File: config.mk
export PLATFORM = sky130hd
export DESIGN_NAME = est_stream_engine
export DESIGN_NICKNAME = d
export VERILOG_FILES = /design/src/rtl/est_pkg.sv /design/src/rtl/est_mac_lanes.sv /design/src/rtl/est_stream_engine.sv
export SDC_FILE = /design/constraint.sdc
export NUM_CORES = 2
export LEC_CHECK = 0
export ABC_CLOCK_PERIOD_IN_PS = 23300
export CAP_MARGIN = 20
export CORE_AREA = 2 2 233 189
export CTS_CLUSTER_DIAMETER = 40
export DETAILED_ROUTE_END_ITERATION = 7
export DIE_AREA = 0 0 235 191
export HOLD_SLACK_MARGIN = 0.1
export PLACE_DENSITY = 0.94
export SLEW_MARGIN = 20
export SYNTH_ARGS = -nofsm -noshare
export SYNTH_HDL_FRONTEND = slang
export SYNTH_SLANG_ARGS = --single-unit
File: constraint.sdc
create_clock -name clk -period 23.3 [get_ports clk]
set_input_delay 3.495 -clock clk [delete_from_list [all_inputs] [get_ports clk]]
set_output_delay 3.495 -clock clk [all_outputs]
set_load 0.01 [all_outputs]
File: src/rtl/est_pkg.sv
// Shared types and arithmetic helpers for the streaming estimation engine.
package est_pkg;

  typedef enum logic [2:0] {IDLE, WAIT_Z, MAC, OUT, DONE} est_state_t;

  typedef struct packed {
    logic               ovf;
    logic signed [63:0] val;
  } sat_res_t;

  // Accumulator width that cannot overflow for a DIM-term dot product.
  function automatic int acc_width(input int dw, input int dim);
    return 2 * dw + $clog2(dim) + 1;
  endfunction

  // Round (optional half-up), arithmetic shift by fw, clamp to a dw-bit signed range.
  function automatic sat_res_t sat_round(input logic signed [63:0] acc, input int dw,
                                         input int fw, input logic rnd);
    sat_res_t           r;
    logic signed [63:0] sh;
    logic signed [63:0] hi;
    logic signed [63:0] lo;
    sh    = (acc + ((rnd && fw > 0) ? (64'sd1 <<< (fw - 1)) : 64'sd0)) >>> fw;
    hi    = (64'sd1 <<< (dw - 1)) - 64'sd1;
    lo    = -(64'sd1 <<< (dw - 1));
    r.ovf = (sh > hi) || (sh < lo);
    r.val = (sh > hi) ? hi : ((sh < lo) ? lo : sh);
    return r;
  endfunction

endpackage

File: src/rtl/est_mac_lanes.sv
// LANES signed multipliers summed into one chunk result; purely combinational.
module est_mac_lanes
  import est_pkg::*;
#(
  parameter int DATA_WIDTH = 16,
  parameter int LANES      = 1,
  parameter int SUM_WIDTH  = acc_width(16, 3)
) (
  input  logic signed [DATA_WIDTH-1:0] w_i [LANES],
  input  logic signed [DATA_WIDTH-1:0] z_i [LANES],
  output logic signed [SUM_WIDTH-1:0]  sum_o
);

  logic signed [2*DATA_WIDTH-1:0] prod [LANES];

  always_comb begin
    sum_o = '0;
    for (int l = 0; l < LANES; l++) begin
      prod[l] = w_i[l] * z_i[l];
      sum_o   = sum_o + SUM_WIDTH'(prod[l]);
    end
  end

endmodule

File: src/rtl/est_stream_engine.sv
// Streaming S = W*Z engine: one sample in, DIM*K MAC cycles, one rounded/saturated vector out.
module est_stream_engine
  import est_pkg::*;
#(
  parameter int DATA_WIDTH = 16,
  parameter int FRAC_WIDTH = 14,
  parameter int DIM        = 3,
  parameter int LANES      = 1,
  parameter int CNT_WIDTH  = 16,
  parameter int ROUND_EN   = 1
) (
  input  logic                             clk,
  input  logic                             rstn,
  input  logic                             en,
  input  logic [CNT_WIDTH-1:0]             num_samples,
  input  logic [DATA_WIDTH*DIM*DIM-1:0]    W_MAT,
  input  logic                             z_vld,
  output logic                             z_rdy,
  input  logic [DATA_WIDTH*DIM-1:0]        z_in,
  output logic                             s_vld,
  input  logic                             s_rdy,
  output logic [DATA_WIDTH*DIM-1:0]        s_out,
  output logic                             s_last,
  output logic                             est_opvld,
  output logic                             sat_flag,
  output est_state_t                       dbg_state
);

  localparam int K     = (DIM + LANES - 1) / LANES;
  localparam int ROW_W = (DIM > 1) ? $clog2(DIM) : 1;
  localparam int CHK_W = (K > 1) ? $clog2(K) : 1;
  localparam int ACC_W = acc_width(DATA_WIDTH, DIM);

  // Handshakes: a transfer happens on a rising edge where valid and ready are both 1;
  // s_vld/s_out/s_last never change while s_vld=1 and s_rdy=0.

  est_state_t                  state_q, state_d;
  logic signed [DATA_WIDTH-1:0] w_q [DIM*DIM];
  logic signed [DATA_WIDTH-1:0] w_d [DIM*DIM];
  logic signed [DATA_WIDTH-1:0] z_q [DIM];
  logic signed [DATA_WIDTH-1:0] z_d [DIM];
  logic signed [DATA_WIDTH-1:0] s_q [DIM];
  logic signed [DATA_WIDTH-1:0] s_d [DIM];
  logic signed [ACC_W-1:0]      acc_q, acc_d;
  logic [ROW_W-1:0]             row_q, row_d;
  logic [CHK_W-1:0]             chk_q, chk_d;
  logic [CNT_WIDTH-1:0]         cnt_q, cnt_d;
  logic [CNT_WIDTH-1:0]         num_q, num_d;
  logic                         sat_q, sat_d;

  logic signed [DATA_WIDTH-1:0] w_lane [LANES];
  logic signed [DATA_WIDTH-1:0] z_lane [LANES];
  logic signed [ACC_W-1:0]      chunk_sum;
  logic signed [ACC_W-1:0]      acc_sum;
  sat_res_t                     res;
  logic                         last_sample;
  logic                         unused_res_hi;

  // Lanes whose column index falls past DIM match nothing and stay zero.
  always_comb begin
    for (int l = 0; l < LANES; l++) begin
      w_lane[l] = '0;
      z_lane[l] = '0;
      for (int k = 0; k < DIM; k++) begin
        if (int'(chk_q) * LANES + l == k) begin
          z_lane[l] = z_q[k];
          for (int r = 0; r < DIM; r++) begin
            if (int'(row_q) == r) w_lane[l] = w_q[r*DIM+k];
          end
        end
      end
    end
  end

  est_mac_lanes #(
    .DATA_WIDTH(DATA_WIDTH),
    .LANES     (LANES),
    .SUM_WIDTH (ACC_W)
  ) u_mac (
    .w_i  (w_lane),
    .z_i  (z_lane),
    .sum_o(chunk_sum)
  );

  assign acc_sum       = acc_q + chunk_sum;
  assign res           = sat_round(64'(acc_sum), DATA_WIDTH, FRAC_WIDTH, ROUND_EN != 0);
  // Bits above DATA_WIDTH are sign copies once clamped.
  assign unused_res_hi = ^res.val[63:DATA_WIDTH];
  assign last_sample   = ({1'b0, cnt_q} + (CNT_WIDTH+1)'(1)) == {1'b0, num_q};

  always_comb begin
    state_d = state_q;
    w_d     = w_q;
    z_d     = z_q;
    s_d     = s_q;
    acc_d   = acc_q;
    row_d   = row_q;
    chk_d   = chk_q;
    cnt_d   = cnt_q;
    num_d   = num_q;
    sat_d   = sat_q;
    case (state_q)
      IDLE: begin
        if (en) begin
          for (int i = 0; i < DIM*DIM; i++) begin
            w_d[i] = W_MAT[(DIM*DIM-1-i)*DATA_WIDTH +: DATA_WIDTH];
          end
          num_d   = num_samples;
          cnt_d   = '0;
          sat_d   = 1'b0;
          state_d = (num_samples == '0) ? DONE : WAIT_Z;
        end
      end
      WAIT_Z: begin
        if (z_vld) begin
          for (int i = 0; i < DIM; i++) begin
            z_d[i] = z_in[(DIM-1-i)*DATA_WIDTH +: DATA_WIDTH];
          end
          acc_d   = '0;
          row_d   = '0;
          chk_d   = '0;
          state_d = MAC;
        end
      end
      MAC: begin
        acc_d = acc_sum;
        if (chk_q == CHK_W'(K - 1)) begin
          acc_d = '0;
          chk_d = '0;
          for (int r = 0; r < DIM; r++) begin
            if (int'(row_q) == r) s_d[r] = res.val[DATA_WIDTH-1:0];
          end
          if (res.ovf) sat_d = 1'b1;
          if (row_q == ROW_W'(DIM - 1)) state_d = OUT;
          else                          row_d   = row_q + 1'b1;
        end else begin
          chk_d = chk_q + 1'b1;
        end
      end
      OUT: begin
        if (s_rdy) begin
          cnt_d   = cnt_q + 1'b1;
          state_d = last_sample ? DONE : WAIT_Z;
        end
      end
      DONE:    state_d = IDLE;
      default: state_d = IDLE;
    endcase
  end

  always_ff @(posedge clk or negedge rstn) begin
    if (!rstn) begin
      state_q <= IDLE;
      for (int i = 0; i < DIM*DIM; i++) w_q[i] <= '0;
      for (int i = 0; i < DIM; i++) begin
        z_q[i] <= '0;
        s_q[i] <= '0;
      end
      acc_q <= '0;
      row_q <= '0;
      chk_q <= '0;
      cnt_q <= '0;
      num_q <= '0;
      sat_q <= 1'b0;
    end else begin
      state_q <= state_d;
      w_q     <= w_d;
      z_q     <= z_d;
      s_q     <= s_d;
      acc_q   <= acc_d;
      row_q   <= row_d;
      chk_q   <= chk_d;
      cnt_q   <= cnt_d;
      num_q   <= num_d;
      sat_q   <= sat_d;
    end
  end

  assign z_rdy     = (state_q == WAIT_Z);
  assign s_vld     = (state_q == OUT);
  assign s_last    = (state_q == OUT) && last_sample;
  assign est_opvld = (state_q == DONE);
  assign sat_flag  = sat_q;
  assign dbg_state = state_q;

  for (genvar g = 0; g < DIM; g++) begin : g_sout
    assign s_out[(DIM-1-g)*DATA_WIDTH +: DATA_WIDTH] = s_q[g];
  end

endmodule

==> impl_metrics.ini <==
[detailed_routing]
wl_met2_um = 37280
wl_um = 81980
dr.pass1.iters = 6
wire_per_inst_um = 21.33
ant_nets = 0
drc = 0
met3WireLength_um = 9780
vias = 24113
drt_first_iter_violations = 3507
vias_per_cell = 6.275
wl_met1_um = 29170
highest_layer = met5

[cells_and_area]
instances_no_fill = 3843
utilization_pct = 74.15
fin_nets = 3878
fin_area_sq_um = 31610
drive_above_1_share_pct = 6.280
fillers = 2571
area_delta_synth_final_pct = 16.88

[timing]
finClkSkew_ns = 0.04175
rsz0062_at_grt = no
hold_viol = 0
finalCriticalPeriod_ns = 12.72
finalSetupTns_ns = 0
max_freq_mhz = 78.62
slew_violations = 0
worst_slew_pin_slew_ns = 1.073
max_slew_margin_pct = 28.50
setup_violations = 0
period_share_pct = 54.59

[job]
cap_violations = 0

[global_route]
grt_remaining_overflow = 0
grt_max_degree = 109
antenna_found_initial = 4
grt_pass1_wl_um = 132400
grt_pass1_vias = 25490
grt.total_usage_pct = 37.32

[floorplanning]
die_x_um = 235
core_sq_um = 42630
dieArea_sq_um = 44890
fp.dieH_um = 191
ioPinCount = 269
row_count = 68
start_util_pct = 63.43

[cts]
cts_tree = done
cts_buffers = 42
htree_levels = 2
clk-insertion-delay-late_ns = 0.60
cts_sinks = 315
root_buffer = clkbuf_16
cts.clk_slew.worst_paths_ns = 0.06
cts_hold_buf = 0
cts_resized = 0
cts_buffer_depth = 3
post-cts-setup-buffers = 0

[setup_path]
critPathMaxStageDelay_ns = 0.74
endpoint_kind = flop
crit_arrival_ns = 13.19
worstPathMaxFanout = 32
path_class = reg2reg
critPathSlowestCell = nor2_1
start_kind = flop
crit_required_ns = 23.77
worst_path_most_repeated_cell = fa_1

[logic_synthesis]
ys_ff_latch = 315
syn_inst = 3042
synth.avg_cell_area_sq_um = 8.889
async_reset_ff_share_pct = 100.0
synth.yosys.seq_area_share_pct = 29.15
synth_top_area_share_pct = 29.15
synth_area_sq_um = 27040
yosysWarnings = 0
ys.flop_type = dfrtp_1
synthTopCellsByArea = dfrtp_1, fa_1, nand2_1, inv_1, ha_1
synth_edf_count = 0
yosys.cell_types.count = 84
yosysMostFrequentCell = nand2_1
yosys.area.top_type = dfrtp_1
yosys-top-cells-count = nand2_1, inv_1, dfrtp_1, fa_1, nor2_1
syn-num-nets = 3674

[hold_path]
hold_class = reg2reg

[place]
post_dp_cell_area_sq_um = 30160
place_congestion = 1.014
port_buffers = 268
dp_hpwl_um = 58600
dpl.cell_count = 3762

[run_status]
run_status = finished, final reports clean
[layout make-up]
class | count | area [sq um] | share of cell area (%)
timing repair buffer | 305 | 2969 | 9.394
antenna | 3 | 7.507 | 0.02375
clock buffer | 49 | 1097 | 3.472
sequential | 315 | 7885 | 24.95
multi-input combinational | 2195 | 17160 | 54.31
inverter | 387 | 1453 | 4.596
clock inverter | 29 | 329.1 | 1.041
tap | 560 | 700.7 | 2.217
[routing by layer]
metal  GRT usage, %  up-vias
met2          58.02     1839
met1          47.25    11611
met4          23.95        2
li1               -    10148
met5              0        -
met3          9.141      513
[per-stage QoR]
step	hold WS, ns	worst slack, ns
5_1_grt	0.4921	10.04
3_5_place_dp	0.4591	11.33
3_3_place_gp	0.4551	11.53
2_1_floorplan	0.4380	13.53
4_1_cts	0.4771	11.11
6_report	0.4776	10.58
[cells by family after synthesis]
kind of cell             Yosys count  synth area share, %
buffers and inverters            532                7.529
adder cells (fa/ha/maj)          419                28.00
XOR/XNOR                          78                2.527
AO/OA/AOI/OAI                    439                10.80
AND/OR/NAND/NOR                 1164                18.19
flip-flops                       315                29.15
multiplexers                      95                3.808
[final timing paths]
path | startpoint | to | slack (ns) | cells past startpoint
worst min-delay path | w_q[122]$_DFFE_PN0P_ | w_q[122]$_DFFE_PN0P_ | 0.48 | 2
worst min register to register | w_q[122]$_DFFE_PN0P_ | w_q[122]$_DFFE_PN0P_ | 0.48 | 2
min in group asynchronous | rstn | w_q[87]$_DFFE_PN0P_ | 2.93 | 1
worst max register to register | row_q[0]$_DFFE_PN0P_ | s_out[43]$_DFFE_PN0P_ | 10.58 | 37
worst max-delay path | row_q[0]$_DFFE_PN0P_ | s_out[43]$_DFFE_PN0P_ | 10.58 | 37
max in group asynchronous | rstn | chk_q[0]$_DFFE_PN0P_ | 18.76 | 2
[flip-flops by register name, summed over array words and instances (netlist names), 3 cells and up]
register,cells
acc_q,35
cnt_q,16
dbg_state,3
num_q,16
s_out,48
w_q,144
z_q,48
[layout by cell type (no fill, tap or decap), types with 12 or more instances in the layout]
cell type and instances:
o21ai_0 107, a22o_1 28, o21a_1 18, mux2_2 49
o21ai_1 20, a22oi_1 39, inv_1 387, a21oi_1 75
nor3_1 28, fa_1 310, buf_4 36, xor2_1 27
or2_2 12, nand2_1 741, clkdlybuf4s50_1 267, clkbuf_16 42
and3_1 19, nand3_1 30, o211ai_1 23, dfrtp_1 313
xnor2_1 51, nor2_1 204, ha_1 106, mux2i_1 44
nor2b_1 51, a31oi_1 14, a21o_1 23, nand2b_1 13
[critical path: cells and delay by family, from the launching register on]
| kind | cells | cell delay, ns |
|---|---|---|
| adders and majority gates | 8 | 3.89 |
| AOI/OAI and AO/OA | 12 | 3.68 |
| and+or+nand+nor | 9 | 3.13 |
| buffers and inverters | 6 | 1.06 |
| DFF | 1 | 0.40 |
| xor gates and xnor gates | 1 | 0.27 |
| muxes | 1 | 0.12 |
Power is left out: the tool's default activity adds up to more than one toggle a clock period on the data nets, which glitch-free logic cannot reach.
